`src/rtl/vga_frame_receiver_pkg.sv`:
```
// Shared VGA 640x480 timing definitions, also used by the VGA transmitter.
// Holds the frame geometry (800 x 521 total, sync windows), the receiver
// lock FSM encoding and a small wrapping-increment helper.
package vga_frame_receiver_pkg;

    localparam int unsigned COORD_W = 10;

    // Horizontal timing, in pixel clocks
    localparam logic [COORD_W-1:0] H_TOTAL      = 10'd800;
    localparam logic [COORD_W-1:0] H_VISIBLE    = 10'd640;
    localparam logic [COORD_W-1:0] H_SYNC_START = 10'd656;  // first low HSync column
    localparam logic [COORD_W-1:0] H_SYNC_END   = 10'd752;  // first high column after sync
    localparam logic [COORD_W-1:0] H_LAST       = H_TOTAL - 10'd1;

    // Vertical timing, in lines
    localparam logic [COORD_W-1:0] V_TOTAL      = 10'd521;
    localparam logic [COORD_W-1:0] V_VISIBLE    = 10'd480;
    localparam logic [COORD_W-1:0] V_SYNC_START = 10'd490;  // first low VSync row
    localparam logic [COORD_W-1:0] V_SYNC_END   = 10'd492;  // first high row after sync
    localparam logic [COORD_W-1:0] V_LAST       = V_TOTAL - 10'd1;

    typedef enum logic [1:0] {
        ST_SEARCH = 2'd0,   // waiting for an HSync falling edge
        ST_H_LOCK = 2'd1,   // line timing known, waiting for VSync at column 0
        ST_LOCKED = 2'd2    // full frame timing tracked
    } rx_state_e;

    function automatic logic [COORD_W-1:0] wrap_inc(input logic [COORD_W-1:0] v,
                                                    input logic [COORD_W-1:0] last);
        return (v == last) ? '0 : v + 10'd1;
    endfunction

endpackage

```
`src/rtl/vga_timing_counter.sv`:
```
// Column/row counters for the VGA receiver.
//   clk_i, rst_ni  : pixel clock, async active-low reset
//   en_i           : pixel-rate qualifier, counters hold when low
//   col_load_i     : force this sample's column to the HSync start column
//   row_load_i     : force this sample's row to the VSync start row
//   col_o, row_o   : coordinate of the current sample (load applied)
//   cnt_col_o/row_o: raw counter registers, free of the load muxes so the
//                    FSM can decide loads without a combinational loop
module vga_timing_counter
    import vga_frame_receiver_pkg::*;
(
    input  logic               clk_i,
    input  logic               rst_ni,
    input  logic               en_i,
    input  logic               col_load_i,
    input  logic               row_load_i,
    output logic [COORD_W-1:0] col_o,
    output logic [COORD_W-1:0] row_o,
    output logic [COORD_W-1:0] cnt_col_o,
    output logic [COORD_W-1:0] cnt_row_o
);

    logic [COORD_W-1:0] col_q, col_d;
    logic [COORD_W-1:0] row_q, row_d;

    assign col_o     = col_load_i ? H_SYNC_START : col_q;
    assign row_o     = row_load_i ? V_SYNC_START : row_q;
    assign cnt_col_o = col_q;
    assign cnt_row_o = row_q;

    // The registers always hold the coordinate of the next sample.
    always_comb begin
        col_d = wrap_inc(col_o, H_LAST);
        row_d = (col_o == H_LAST) ? wrap_inc(row_o, V_LAST) : row_o;
    end

    always_ff @(posedge clk_i or negedge rst_ni) begin
        if (!rst_ni) begin
            col_q <= '0;
            row_q <= '0;
        end else if (en_i) begin
            col_q <= col_d;
            row_q <= row_d;
        end
    end

endmodule

```
`src/rtl/vga_frame_receiver.sv`:
```
// VGA frame receiver: recovers column/row coordinates from active-low
// HSync/VSync, locks onto 800x521 timing and flags lock losses.
//   Clock, Reset          : pixel clock, async active-low reset
//   Enable                : pixel-rate qualifier, all state holds when low
//   iHorizontalSync/iVerticalSync : active-low syncs
//   iPixel                : {r,g,b} sample
//   oColumn, oRow         : coordinate of the previous sample (0 unless locked)
//   oPixel                : registered iPixel
//   oPixelValid           : locked and inside 640x480
//   oFrameStart           : pulse at (0,0) while locked
//   oLocked               : FSM in LOCKED
//   oErrorCount           : saturating count of lock losses
module vga_frame_receiver
    import vga_frame_receiver_pkg::*;
#(
    parameter int ERR_WIDTH = 8
) (
    input  logic                 Clock,
    input  logic                 Reset,
    input  logic                 Enable,
    input  logic                 iHorizontalSync,
    input  logic                 iVerticalSync,
    input  logic [2:0]           iPixel,
    output logic [9:0]           oColumn,
    output logic [9:0]           oRow,
    output logic [2:0]           oPixel,
    output logic                 oPixelValid,
    output logic                 oFrameStart,
    output logic                 oLocked,
    output logic [ERR_WIDTH-1:0] oErrorCount
);

    rx_state_e state_q, state_d;

    logic hs_prev_q, vs_prev_q, primed_q;
    logic hs_fall, hs_rise, vs_fall;
    logic col_load, row_load, lock_err, locked_d;

    logic [COORD_W-1:0] smp_col, smp_row, cnt_col, cnt_row;

    logic [COORD_W-1:0]   col_out_q, row_out_q;
    logic [2:0]           pix_q;
    logic                 valid_q, fstart_q, locked_q;
    logic [ERR_WIDTH-1:0] err_q;

    // primed_q suppresses edges on the first enabled sample after reset.
    assign hs_fall = Enable & primed_q &  hs_prev_q & ~iHorizontalSync;
    assign hs_rise = Enable & primed_q & ~hs_prev_q &  iHorizontalSync;
    assign vs_fall = Enable & primed_q &  vs_prev_q & ~iVerticalSync;

    vga_timing_counter u_cnt (
        .clk_i      (Clock),
        .rst_ni     (Reset),
        .en_i       (Enable),
        .col_load_i (col_load),
        .row_load_i (row_load),
        .col_o      (smp_col),
        .row_o      (smp_row),
        .cnt_col_o  (cnt_col),
        .cnt_row_o  (cnt_row)
    );

    // Loads only happen in SEARCH/H_LOCK and the checks in those states read
    // the raw counters, which equal the sample coordinate there.
    always_comb begin
        state_d  = state_q;
        col_load = 1'b0;
        row_load = 1'b0;
        lock_err = 1'b0;
        if (Enable) begin
            case (state_q)
                ST_SEARCH: begin
                    if (hs_fall) begin
                        col_load = 1'b1;
                        state_d  = ST_H_LOCK;
                    end
                end
                ST_H_LOCK: begin
                    if (hs_fall && cnt_col != H_SYNC_START) begin
                        state_d = ST_SEARCH;
                    end else if (vs_fall && cnt_col == '0) begin
                        row_load = 1'b1;
                        state_d  = ST_LOCKED;
                    end
                end
                ST_LOCKED: begin
                    lock_err = (hs_fall && cnt_col != H_SYNC_START)
                            || (hs_rise && cnt_col != H_SYNC_END)
                            || (vs_fall && (cnt_row != V_SYNC_START || cnt_col != '0))
                            || (!iVerticalSync && (cnt_row < V_SYNC_START || cnt_row >= V_SYNC_END));
                    if (lock_err) state_d = ST_SEARCH;
                end
                default: state_d = ST_SEARCH;
            endcase
        end
    end

    assign locked_d = (state_d == ST_LOCKED);

    always_ff @(posedge Clock or negedge Reset) begin
        if (!Reset) begin
            state_q   <= ST_SEARCH;
            hs_prev_q <= 1'b1;
            vs_prev_q <= 1'b1;
            primed_q  <= 1'b0;
        end else if (Enable) begin
            state_q   <= state_d;
            hs_prev_q <= iHorizontalSync;
            vs_prev_q <= iVerticalSync;
            primed_q  <= 1'b1;
        end
    end

    // Outputs describe the sample just taken, using the post-decision state,
    // so an error sample already reports unlocked.
    always_ff @(posedge Clock or negedge Reset) begin
        if (!Reset) begin
            col_out_q <= '0;
            row_out_q <= '0;
            pix_q     <= '0;
            valid_q   <= 1'b0;
            fstart_q  <= 1'b0;
            locked_q  <= 1'b0;
            err_q     <= '0;
        end else if (Enable) begin
            col_out_q <= locked_d ? smp_col : '0;
            row_out_q <= locked_d ? smp_row : '0;
            pix_q     <= iPixel;
            valid_q   <= locked_d && (smp_col < H_VISIBLE) && (smp_row < V_VISIBLE);
            fstart_q  <= locked_d && (smp_col == '0) && (smp_row == '0);
            locked_q  <= locked_d;
            if (lock_err && (err_q != {ERR_WIDTH{1'b1}}))
                err_q <= err_q + {{(ERR_WIDTH-1){1'b0}}, 1'b1};
        end else begin
            valid_q  <= 1'b0;
            fstart_q <= 1'b0;
        end
    end

    assign oColumn     = col_out_q;
    assign oRow        = row_out_q;
    assign oPixel      = pix_q;
    assign oPixelValid = valid_q;
    assign oFrameStart = fstart_q;
    assign oLocked     = locked_q;
    assign oErrorCount = err_q;

endmodule

```
`config.mk`:
```
export PLATFORM = sky130hd
export DESIGN_NAME = vga_frame_receiver
export DESIGN_NICKNAME = d
export VERILOG_FILES = /design/src/rtl/vga_frame_receiver_pkg.sv /design/src/rtl/vga_timing_counter.sv /design/src/rtl/vga_frame_receiver.sv
export SDC_FILE = /design/constraint.sdc
export NUM_CORES = 1
export LEC_CHECK = 0
export ABC_AREA = 1
export CAP_MARGIN = 25
export CORE_ASPECT_RATIO = 0.6
export CORE_MARGIN = 1.5
export CORE_UTILIZATION = 30
export DETAILED_ROUTE_END_ITERATION = 8
export RECOVER_POWER = 25
export SETUP_SLACK_MARGIN = 0.02
export SLEW_MARGIN = 20
export SYNTH_ARGS = -nofsm -noshare
export SYNTH_HDL_FRONTEND = slang
export SYNTH_SLANG_ARGS = --single-unit
```
`constraint.sdc`:
```
create_clock -name Clock -period 4.6 [get_ports Clock]
set_input_delay 0.92 -clock Clock [delete_from_list [all_inputs] [get_ports Clock]]
set_output_delay 0.92 -clock Clock [all_outputs]
set_load 0.02 [all_outputs]
```
Yosys cells after proc, flatten, opt, wreduce, memory -nomap -nowiden
Cells that the tools add are included.
{ "word_totals": {"reg_bits": 59, "output_inout_bits": 34, "word_cells": 85} }
{ "classes": {"add_sub_neg": 3, "n_lt_le_gt_ge": 4, "n_eq_ne": 9, "n_mux": 24, "bitwise_logic": 10, "reduce_logical": 22} }
{ "op_table": {"columns": ["cell", "count"], "rows": [
  ["$mux 10", 7],
  ["$logic_not 10->1", 3],
  ["$add 10x1->10 const B", 2],
  ["$eq 10x10->1 const B", 2],
  ["$lt 10x9->1 const B", 2],
  ["$ne 10x10->1 const B", 2],
  ["$mux 1", 11],
  ["$ge 10x9->1 const B", 1],
  ["$logic_and 1x1->1", 10],
  ["$lt 10x10->1 const B", 1],
  ["$mux 2", 5],
  ["$ne 10x9->1 const B", 1],
  ["$reduce_bool 10->1", 1],
  ["$add 8x1->8 const B", 1],
  ["$ne 8x8->1 const B", 1],
  ["$and 1x1->1", 7],
  ["$pmux 2 s3", 1],
  ["$logic_or 1x1->1", 5],
  ["$eq 2x2->1 const B", 2],
  ["$not 1->1", 3],
  ["$eq 2x1->1 const B", 1],
  ["$logic_not 2->1", 1],
  ["$reduce_and 2->1", 1],
  ["$logic_not 1->1", 1]
]} }

Depth between registers and ports, before layout
Gate-level depths: netlist of run 1.
{ "logic_depth": {"word_depth": 14, "depth_mapped": 17, "ltp_nobuf": 15} }

Modules after synthesis
Synthesis of run 1 repeated with hierarchy kept, for this count alone.
{ "hier_totals": {"hier_cells": 465, "hier_area_um2": 3677.3} }
{ "by_module_without_submodules": {"columns": ["module", "n_inst", "cells_each", "area_per_inst_um2", "seq_area_each_um2"], "rows": [
  ["vga_frame_receiver", 1, 235, 2034.5, 978.4],
  ["vga_timing_counter", 1, 230, 1642.8, 500.5]
]} }

Worst setup path before layout of run 1
OpenSTA, ideal clock, no wires.
{ "synth_path": {"kind": "input to register", "from": "input Enable", "to": "register u_cnt.row_q[6] (netlist: u_cnt.cnt_row_o[6])", "t_arrival_ps": 2605, "required_time_ps": 4469, "setup_slack_ps": 1864, "path_stages": 14, "path_buffers": 2, "cell_sequence": "buf_6 > nand4_1 > nor3_2 > nand3_4 > buf_2 > nand2_1 > ha_1 > inv_1 > nor3_1 > nand4_1 > o21ai_0 > nand2_1 > nand2_1 > o21ai_1"} }
{ "synth_between": {"elab_chain_cells": 12, "word_cells_on_any_way": 21, "cone_classes": "add/sub (1); eq/ne (2); mux (11); bitwise (5); reduce/logical (2)"} }
{ "synth_lines": {"columns": ["element", "line_no", "text"], "rows": [
  ["start, declared", "vga_frame_receiver.sv:20", "input logic Enable,"],
  ["$and 1x1->1", "vga_frame_receiver.sv:47, vga_frame_receiver.sv:49", null],
  ["$and 1x1->1 (2 in a row)", "vga_frame_receiver.sv:49", "assign vs_fall = Enable & primed_q & vs_prev_q & ~iVerticalSync;"],
  ["$logic_and 1x1->1", "vga_frame_receiver.sv:81", "end else if (vs_fall && cnt_col == '0) begin"],
  ["$mux 1", "vga_frame_receiver.sv:81", null],
  ["$mux 1", "vga_frame_receiver.sv:79", "if (hs_fall && cnt_col != H_SYNC_START) begin"],
  ["$mux 1", "vga_frame_receiver.sv:71", "case (state_q)"],
  ["$mux 1", "vga_frame_receiver.sv:70", "if (Enable) begin"],
  ["$mux 10", "vga_timing_counter.sv:27", "assign row_o = row_load_i ? V_SYNC_START : row_q;"],
  ["$add 10x1->10 / $eq 10x10->1 (equally long branches)", "vga_frame_receiver_pkg.sv:30", "return (v == last) ? '0 : v + 10'd1;"],
  ["$mux 10", "vga_frame_receiver_pkg.sv:30", null],
  ["$mux 10", "vga_timing_counter.sv:34", "row_d = (col_o == H_LAST) ? wrap_inc(row_o, V_LAST) : row_o;"],
  ["end signal, assigned", "vga_timing_counter.sv:43", "row_q <= row_d;"],
  ["end, declared", "vga_timing_counter.sv:24", "logic [COORD_W-1:0] row_q, row_d;"]
]} }
Several ways; a longest one is shown, not always the timed one.
A chain may end at the register's enable or synchronous reset.

Final worst setup path of run 1
{ "layout_path": {"from": "input Enable", "to": "register u_cnt.row_q[9] (netlist: u_cnt.cnt_row_o[9])"} }
Same word-level chain as after synthesis.

==> results.json, run 1 <==
{
  "grt_max_degree": 44,
  "layout-drive-gt1-share_pct": 13.6,
  "drc": 0,
  "hpwl_mm": 6.03,
  "grt_use_total_pct": 16.0,
  "final_area_sq_um": 4110,
  "yosys.area_share.simple_pct": 32.5,
  "synthTopCellsByArea": "dfrtp_1, nand2_1, inv_1",
  "nNetsFinal": 464,
  "grt_overflow": 0,
  "num_antenna_cells": 0,
  "clk_pin_slew_worst_paths_ns": 0.05,
  "setup_tns_ns": 0,
  "drv_cap": 2,
  "initial_core_util_pct": 30.8,
  "final.min_clock_period_ns": 3.40,
  "ys.flop_type": "dfrtp_1",
  "clock_latency_ns": 0.33,
  "place_congestion": 0.931,
  "cp-end-kind": "flip-flop",
  "synthMuxAreaShare_pct": 0,
  "hold_path_class": "reg -> reg",
  "synth_area_sq_um": 3250,
  "synth-compound-area-share_pct": 10.0,
  "path_class": "in -> reg",
  "hold_slack_ns": 0.480,
  "worst-path-max-fanout": 24,
  "ys_seq_area_share_pct": 45.4,
  "synth_edf_count": 0,
  "vias": 2831,
  "async_flop_share_pct": 100,
  "tritoncts": "built",
  "setup_viol": 0,
  "ios": 42,
  "synth_seq_cells": 59,
  "dpl_cell_area_sq_um": 3780,
  "synth_cells": 407,
  "detail-route-antenna-nets": 0,
  "synthXorXnorAreaFrac_pct": 2.42,
  "cts-root-buf": "clkbuf_16",
  "slew_violations": 62,
  "worst_slew_pin_slew_ns": 1.75,
  "layout_commonest_cell": "nand2_1",
  "relSlewSlack_pct": -16.5,
  "synth_top_family_by_area": "simple AND/OR/NAND/NOR gates",
  "arrival_ns": 3.63,
  "postSynthAreaPerCell_sq_um": 8.00,
  "post_cts_buffers": 0,
  "drt_iter0_markers": 242,
  "ctsHoldBuffers": 0,
  "finalWirelength_mm": 8.32,
  "synth_top_area_share_pct": 43.8,
  "wl_per_cell_um": 14.0,
  "ir_drop_uv": 206,
  "hold_violations": 0,
  "cp.required_ns": 4.82,
  "area_growth_pct": 26.2,
  "first_pass_iters": 5,
  "powerDensity_nw_per_um2": 432,
  "syn_nets": 420,
  "grt_setup_unrepaired": "false",
  "cts.sinks": 59,
  "grt_pass1_wl_mm": 13.9,
  "timing.rr.start": "u_cnt.cnt_col_o[1]",
  "crit_path_start": "Enable",
  "outcome": "finished with violations",
  "core_area_sq_um": 10600,
  "p_leak_nw": 1.89,
  "chipHeight_um": 83.7,
  "yosysWarnings": 0,
  "synth_fa_ha_area_share_pct": 1.92,
  "synth_cell_type_count": 38,
  "postCtsResizedCells": 0,
  "die-area_sq_um": 11500,
  "num_rows": 29,
  "antenna_found_initial": 0,
  "max_freq_mhz": 294,
  "viasPerCell": 4.76,
  "numPortBuffers": 41,
  "violations": "capacitance limit, slew limit",
  "start_kind": "input pin",
  "hp-start": "oColumn[8]",
  "numCtsBuffers": 9,
  "cts_max_path_buffers": 2,
  "synth_top_cell_by_area": "dfrtp_1",
  "h-tree-depth": 3,
  "die_x_um": 137,
  "final_cell_mix": "nand2_1, dfrtp_1, inv_1, clkdlybuf4s50_1, nor2_1",
  "grt_pass1_vias": 2637,
  "finClkSkew_ns": 0.00601,
  "period_share_pct": 74.0
}
per-stage QoR:
step                      util, %  instances  setup slack, ns  power, mW
after CTS                    38.9        595             1.23       1.79
after global routing         38.9        595            0.628       1.88
final                        38.9        595             1.20       1.77
after global placement       35.8        579            0.940       1.05
after floorplan                 -        407             1.86      0.922
after detailed placement     35.8        579            0.900       1.05
final cells by class:
class                      count  area, sq um
inverter                      47          176
fill                        1078         6450
clock inverter                 6         88.8
multi-input combinational    290         1530
tap                          139          174
sequential                    59         1480
timing repair buffer          44          423
clock buffer                  10          239
synthesized netlist by cell type, types with 2 or more instances:
cell type and instances:
dfrtp_1 57, o21ai_2 9, nand2_2 10, nand4_1 11, nor2_1 23, clkbuf_1 6, ha_1 5, nor2_4 2
nand3_2 4, dfstp_2 2, nor2_2 3, xor2_1 7, nor3_1 9, o31ai_1 2, nand2_1 129, o21ai_0 20
xnor2_1 2, nor4_1 2, nand3_4 2, nand3_1 19, buf_6 4, nand3b_1 2, o22ai_1 5, inv_1 42
nand2_4 3, o21ai_1 9, inv_2 5, a21oi_1 2, nor3_2 2
metal layers:
layer | part of all wire [%] | global-route usage, % | vias to the layer above
met2 | 35 | 18.2 | 99
met4 | 0.64 | 4.02 | 0
met3 | 8.7 | 6.50 | 6
met5 | 0 | 0 | -
met1 | 56 | 26.2 | 1313
li1 | - | - | 1413
worst paths after layout:
path / to / slack (ns) / cells past startpoint
min reg2reg: oColumn[8] / 0.48 / 2
max in group asynchronous: oPixel[0] / 1.34 / 2
min: oColumn[8] / 0.48 / 2
max: u_cnt.cnt_row_o[9] / 1.20 / 17
min in group asynchronous: u_cnt.cnt_col_o[8] / 0.96 / 1
max reg2reg: u_cnt.cnt_row_o[9] / 1.88 / 14
flip-flops by register name (all words and copies together) (netlist names), 2 cells and up:
name / cells
state_q: 2
oPixel: 3
oColumn: 10
u_cnt.cnt_row_o: 10
u_cnt.cnt_col_o: 10
oErrorCount: 8
oRow: 10
worst max-delay path: stages:
cell and delay (ns):
clkdlybuf4s50_1 0.48, buf_4 0.31, nand2_4 0.09, nor3_2 0.18
o21ai_2 0.12, nand3_4 0.28, nand2_1 0.16, inv_1 0.14
ha_1 0.19, nand2_1 0.06, nand3b_1 0.15, nor2_1 0.16
nand3_2 0.12, nand2_2 0.11, inv_1 0.05, nand2_1 0.06
nand2_1 0.05
power by group:
part / switching [mW] / internal (mW)
logic: 0.250 / 0.135
registers: 0.0736 / 0.583
clock network: 0.245 / 0.488
total: 0.569 / 1.21
cells by family (layout without fill, tap and decap cells):
group | after synthesis | after routing
DFF | 59 | 59
xor gates and xnor gates | 9 | 9
buffers and inverters | 58 | 107
and+or+nand+nor | 223 | 223
AOI/OAI and AO/OA | 53 | 53
adders and majority gates | 5 | 5
Power figures use the tool's default switching activity.
==> run 2, diff against run 1 <==
==> constraint.sdc (replaced) <==
create_clock -name Clock -period 3.2 [get_ports Clock]
set_input_delay 0.64 -clock Clock [delete_from_list [all_inputs] [get_ports Clock]]
set_output_delay 0.64 -clock Clock [all_outputs]
set_load 0.02 [all_outputs]
==> results.json, run 2 (same netlist as run 1, synthesis figures left out) <==
{
  "outcome": "finished clean",
  "hold_depth": 2,
  "num_antenna_cells": 0,
  "relSlewSlack_pct": 10.3,
  "tritoncts": "built",
  "hp-start": "oRow[8]",
  "drc": 0,
  "reg2reg_to": "u_cnt.cnt_row_o[6]",
  "cp-end-kind": "flip-flop",
  "num_rows": 29,
  "chipHeight_um": 83.7,
  "antenna_found_initial": 0,
  "grt_overflow": 0,
  "rr_worst_depth": 14,
  "worst-path-max-fanout": 7,
  "finalWirelength_mm": 8.71,
  "reg2reg_slack_ns": 0.68,
  "die-area_sq_um": 11500,
  "cts-root-buf": "clkbuf_16",
  "grtUsageMet2_pct": 20.4,
  "ctsHoldBuffers": 0,
  "clock_latency_ns": 0.33,
  "final_cells": 600,
  "finClkSkew_ns": 0.00481,
  "fin_total_pwr_mw": 2.52,
  "dp_slack_ns": 0.0842,
  "path_class": "in -> reg",
  "die_x_um": 137,
  "ir_drop_uv": 252,
  "layout_commonest_cell": "nand2_1",
  "core_area_sq_um": 10600,
  "detail-route-antenna-nets": 0,
  "final_cell_mix": "nand2_1, dfrtp_1, inv_1, clkdlybuf4s50_1, nor2_1",
  "setup_slack_ns": 0.369,
  "met1_usage_pct": 27.1,
  "grt_use_total_pct": 16.6,
  "hpwl_mm": 6.44,
  "arrival_ns": 3.09,
  "viasPerCell": 4.76,
  "final.min_clock_period_ns": 2.83,
  "powerDensity_nw_per_um2": 611,
  "area_growth_pct": 26.8,
  "met3_usage_pct": 4.74,
  "ios": 42,
  "cp.required_ns": 3.46,
  "busiest_layer": "met1",
  "cts_max_path_buffers": 2,
  "timing.rr.start": "u_cnt.cnt_col_o[1]",
  "whs_endpoint": "oRow[8]",
  "cts.sinks": 59,
  "place_congestion": 0.929,
  "p_leak_nw": 1.91,
  "worst_slew_pin_slew_ns": 1.35,
  "drv_cap": 0,
  "drt_iter0_markers": 185,
  "setup_viol": 0,
  "h-tree-depth": 3,
  "grt_pass1_wl_mm": 14.4,
  "vias": 2856,
  "seq_area_sq_um": 1480,
  "layout-drive-gt1-share_pct": 14.3,
  "grt_pass1_vias": 2724,
  "clk_pin_slew_worst_paths_ns": 0.05,
  "hold_path_class": "reg -> reg",
  "wl_per_cell_um": 14.5,
  "grt_max_degree": 43,
  "numCtsBuffers": 9,
  "fillers": 1066,
  "post_cts_buffers": 0,
  "start_kind": "input pin",
  "setup_tns_ns": 0,
  "first_pass_iters": 5,
  "postCtsResizedCells": 0,
  "initial_core_util_pct": 30.8,
  "max_freq_mhz": 353,
  "nNetsFinal": 469,
  "slew_violations": 0,
  "numPortBuffers": 41,
  "hold_slack_ns": 0.477,
  "hold_violations": 0,
  "grt_setup_unrepaired": "false",
  "dpl.cell_count": 584,
  "multi_input_area_sq_um": 1530,
  "period_share_pct": 88.5
}
==> run 2: critical path: stages <==
cell and delay [ns]:
clkdlybuf4s50_1 0.58, nand4_1 0.20, nor3_2 0.32, nand3_4 0.19, nand2_1 0.14, ha_1 0.15, inv_1 0.05, nor3_1 0.19
nand4_1 0.17, nor2_2 0.17, nand3_1 0.09, nand2_1 0.07, nand2_1 0.04, o21ai_1 0.06
==> run 2: layout make-up <==
type / instances / share of cell area (%)
well taps: 139 / 4.21
flip-flops and latches: 59 / 35.8
clock inverters: 4 / 1.15
multi-input cells: 290 / 37.0
repair buffers: 49 / 11.1
inverters: 47 / 4.28
clock buffers: 12 / 6.46
==> run 2: stage by stage <==
step | utilization [%] | cell area (sq um)
after floorplan | - | 3250
after global placement | 36.2 | 3820
after detailed placement | 36.2 | 3820
after CTS | 39.2 | 4140
after global routing | 39.1 | 4130
final | 39.1 | 4130
==> run 2: layer usage <==
metal  up-vias  wire length (um)
met3        10               676
met1      1340              4870
met5         -                 0
met2        94              3080
met4         0                80
li1       1412                 -
==> run 2: power breakdown <==
| part | switching, mW | total, mW | internal, mW | leakage [nW] |
|---|---|---|---|---|
| logic | 0.375 | 0.573 | 0.197 | 0.979 |
| registers | 0.105 | 0.943 | 0.838 | 0.776 |
| clock network | 0.342 | 1.01 | 0.663 | 0.155 |
==> run 2: how the worst max path moves through the flow <==
stage,startpoint,to
floorplan,Enable,u_cnt.cnt_row_o[6]
global placement,Enable,u_cnt.cnt_row_o[9]
detailed placement,Enable,u_cnt.cnt_row_o[6]
CTS,Enable,u_cnt.cnt_row_o[6]
global route,Enable,u_cnt.cnt_row_o[9]
finish,Enable,u_cnt.cnt_row_o[6]
==> run 3, diff against run 2 <==
--- a/config.mk
+++ b/config.mk
@@ -9,7 +9,7 @@
 export CAP_MARGIN = 25
 export CORE_ASPECT_RATIO = 0.6
 export CORE_MARGIN = 1.5
-export CORE_UTILIZATION = 30
+export CORE_UTILIZATION = 39
 export DETAILED_ROUTE_END_ITERATION = 8
 export RECOVER_POWER = 25
 export SETUP_SLACK_MARGIN = 0.02
==> results.json, run 3 (same netlist as run 1, synthesis figures left out) <==
{
  "path_cells": "clkdlybuf4s50_1 -> nand4_1 -> nor3_2 -> nand3_4 -> nand2_1 -> ha_1 -> inv_1 -> nor3_1 -> nand4_1 -> o21ai_0 -> nand2_1 -> nand2_1 -> o21ai_1",
  "drt_iter0_markers": 200,
  "vias": 2831,
  "die_x_um": 121,
  "h-tree-depth": 3,
  "utilization_pct": 51.1,
  "core_area_sq_um": 7980,
  "layout-drive-gt1-share_pct": 14.4,
  "finClkSkew_ns": 0.00538,
  "max_freq_mhz": 362,
  "ir_drop_uv": 293,
  "finalWirelength_mm": 8.06,
  "cts-root-buf": "clkbuf_16",
  "clk_pin_slew_worst_paths_ns": 0.05,
  "period_share_pct": 86.3,
  "start_kind": "input pin",
  "tritoncts": "built",
  "grt_pass1_vias": 2726,
  "chipHeight_um": 73.8,
  "die-area_sq_um": 8920,
  "cp_slowest_stage_delay_ns": 0.59,
  "arrival_ns": 2.97,
  "numCtsBuffers": 9,
  "cts.sinks": 59,
  "worst-path-max-fanout": 9,
  "first_pass_iters": 4,
  "grt_overflow": 0,
  "slew_violations": 0,
  "nNetsFinal": 473,
  "dp_slack_ns": 0.112,
  "num_rows": 25,
  "powerDensity_nw_per_um2": 587,
  "initial_core_util_pct": 40.8,
  "numPortBuffers": 41,
  "dpl_cell_area_sq_um": 3810,
  "grt_pass1_wl_mm": 14.0,
  "final_cell_mix": "nand2_1, dfrtp_1, inv_1, clkdlybuf4s50_1, nor2_1",
  "setup_viol": 0,
  "cp.required_ns": 3.41,
  "drv_cap": 0,
  "hold_slack_ns": 0.389,
  "layout_commonest_cell": "nand2_1",
  "cp-end-kind": "flip-flop",
  "relSlewSlack_pct": 15.0,
  "cts_max_path_buffers": 2,
  "grt_setup_unrepaired": "false",
  "place_congestion": 0.967,
  "cpLargestDelayFamily": "simple AND/OR/NAND/NOR gates",
  "area_growth_pct": 25.3,
  "wl_per_cell_um": 14.1,
  "path_class": "in -> reg",
  "detail-route-antenna-nets": 0,
  "grt_use_total_pct": 20.8,
  "worst_slew_pin_slew_ns": 1.27,
  "cpMaxStageDelayCell": "clkdlybuf4s50_1",
  "p_leak_nw": 1.91,
  "crit_path_frequent_cell": "nand2_1",
  "final_area_sq_um": 4080,
  "outcome": "finished clean",
  "antenna_found_initial": 0,
  "setup_slack_ns": 0.439,
  "viasPerCell": 4.94,
  "drc": 0,
  "postCtsResizedCells": 0,
  "ctsHoldBuffers": 0,
  "ios": 42,
  "post_cts_buffers": 0,
  "hpwl_mm": 5.95,
  "final_cells": 573,
  "grt_max_degree": 44,
  "cp_num_buf_inv": 2,
  "fin_total_pwr_mw": 2.39,
  "setup_tns_ns": 0,
  "hold_violations": 0,
  "dpl.cell_count": 557,
  "final.min_clock_period_ns": 2.76,
  "clock_latency_ns": 0.33,
  "num_antenna_cells": 0,
  "hold_path_class": "in -> async"
}
## run 3: cell count changes in the layout (fill, tap and decap cells not counted)
cell,before,now
buf_4,6,10
clkbuf_1,3,6
bufinv_16,1,0
clkbuf_8,3,2
clkinvlp_4,1,0
## run 3: cell type report
class	count	area, sq um
well taps	108	135
flip-flops and latches	59	1480
clock inverters	2	10.0
inverters	47	176
repair buffers	53	487
multi-input cells	290	1530
clock buffers	14	264
fillers	809	3900
## run 3: worst paths after layout
check,cells after the start,startpoint,slack [ns],to
worst max-delay path,13,Enable,0.44,u_cnt.cnt_row_o[6]
worst min-delay path,1,Reset,0.39,oColumn[5]
worst max register to register,13,u_cnt.cnt_col_o[1],0.83,u_cnt.cnt_row_o[6]
worst min register to register,2,oRow[6],0.47,oRow[6]
max in group asynchronous,2,Reset,1.16,u_cnt.cnt_row_o[5]
min in group Clock,2,oRow[6],0.47,oRow[6]
## run 3: report_power, final
group          internal (mW)  switching, mW
sequential             0.838          0.104
combinational          0.205          0.362
clock                  0.563          0.322
total                   1.61          0.788
## run 3: worst register-to-register path: stages (launching register included)
cell     delay [ns]
dfrtp_1        0.40
nor2_1         0.23
nand3_2        0.16
nor3_2         0.23
nand3_4        0.19
nand2_1        0.15
ha_1           0.16
inv_1          0.05
nor3_1         0.17
nand4_1        0.15
o21ai_0        0.18
nand2_1        0.07
nand2_1        0.05
o21ai_1        0.05
## run 3: per-layer routing
layer / vias up / share of wire, % / track usage (%)
li1: 1427 / - / -
met1: 1314 / 56 / 32.5
met2: 84 / 37 / 26.3
met3: 6 / 6.3 / 6.52
met4: 0 / 0.84 / 6.41
met5: - / 0 / 0
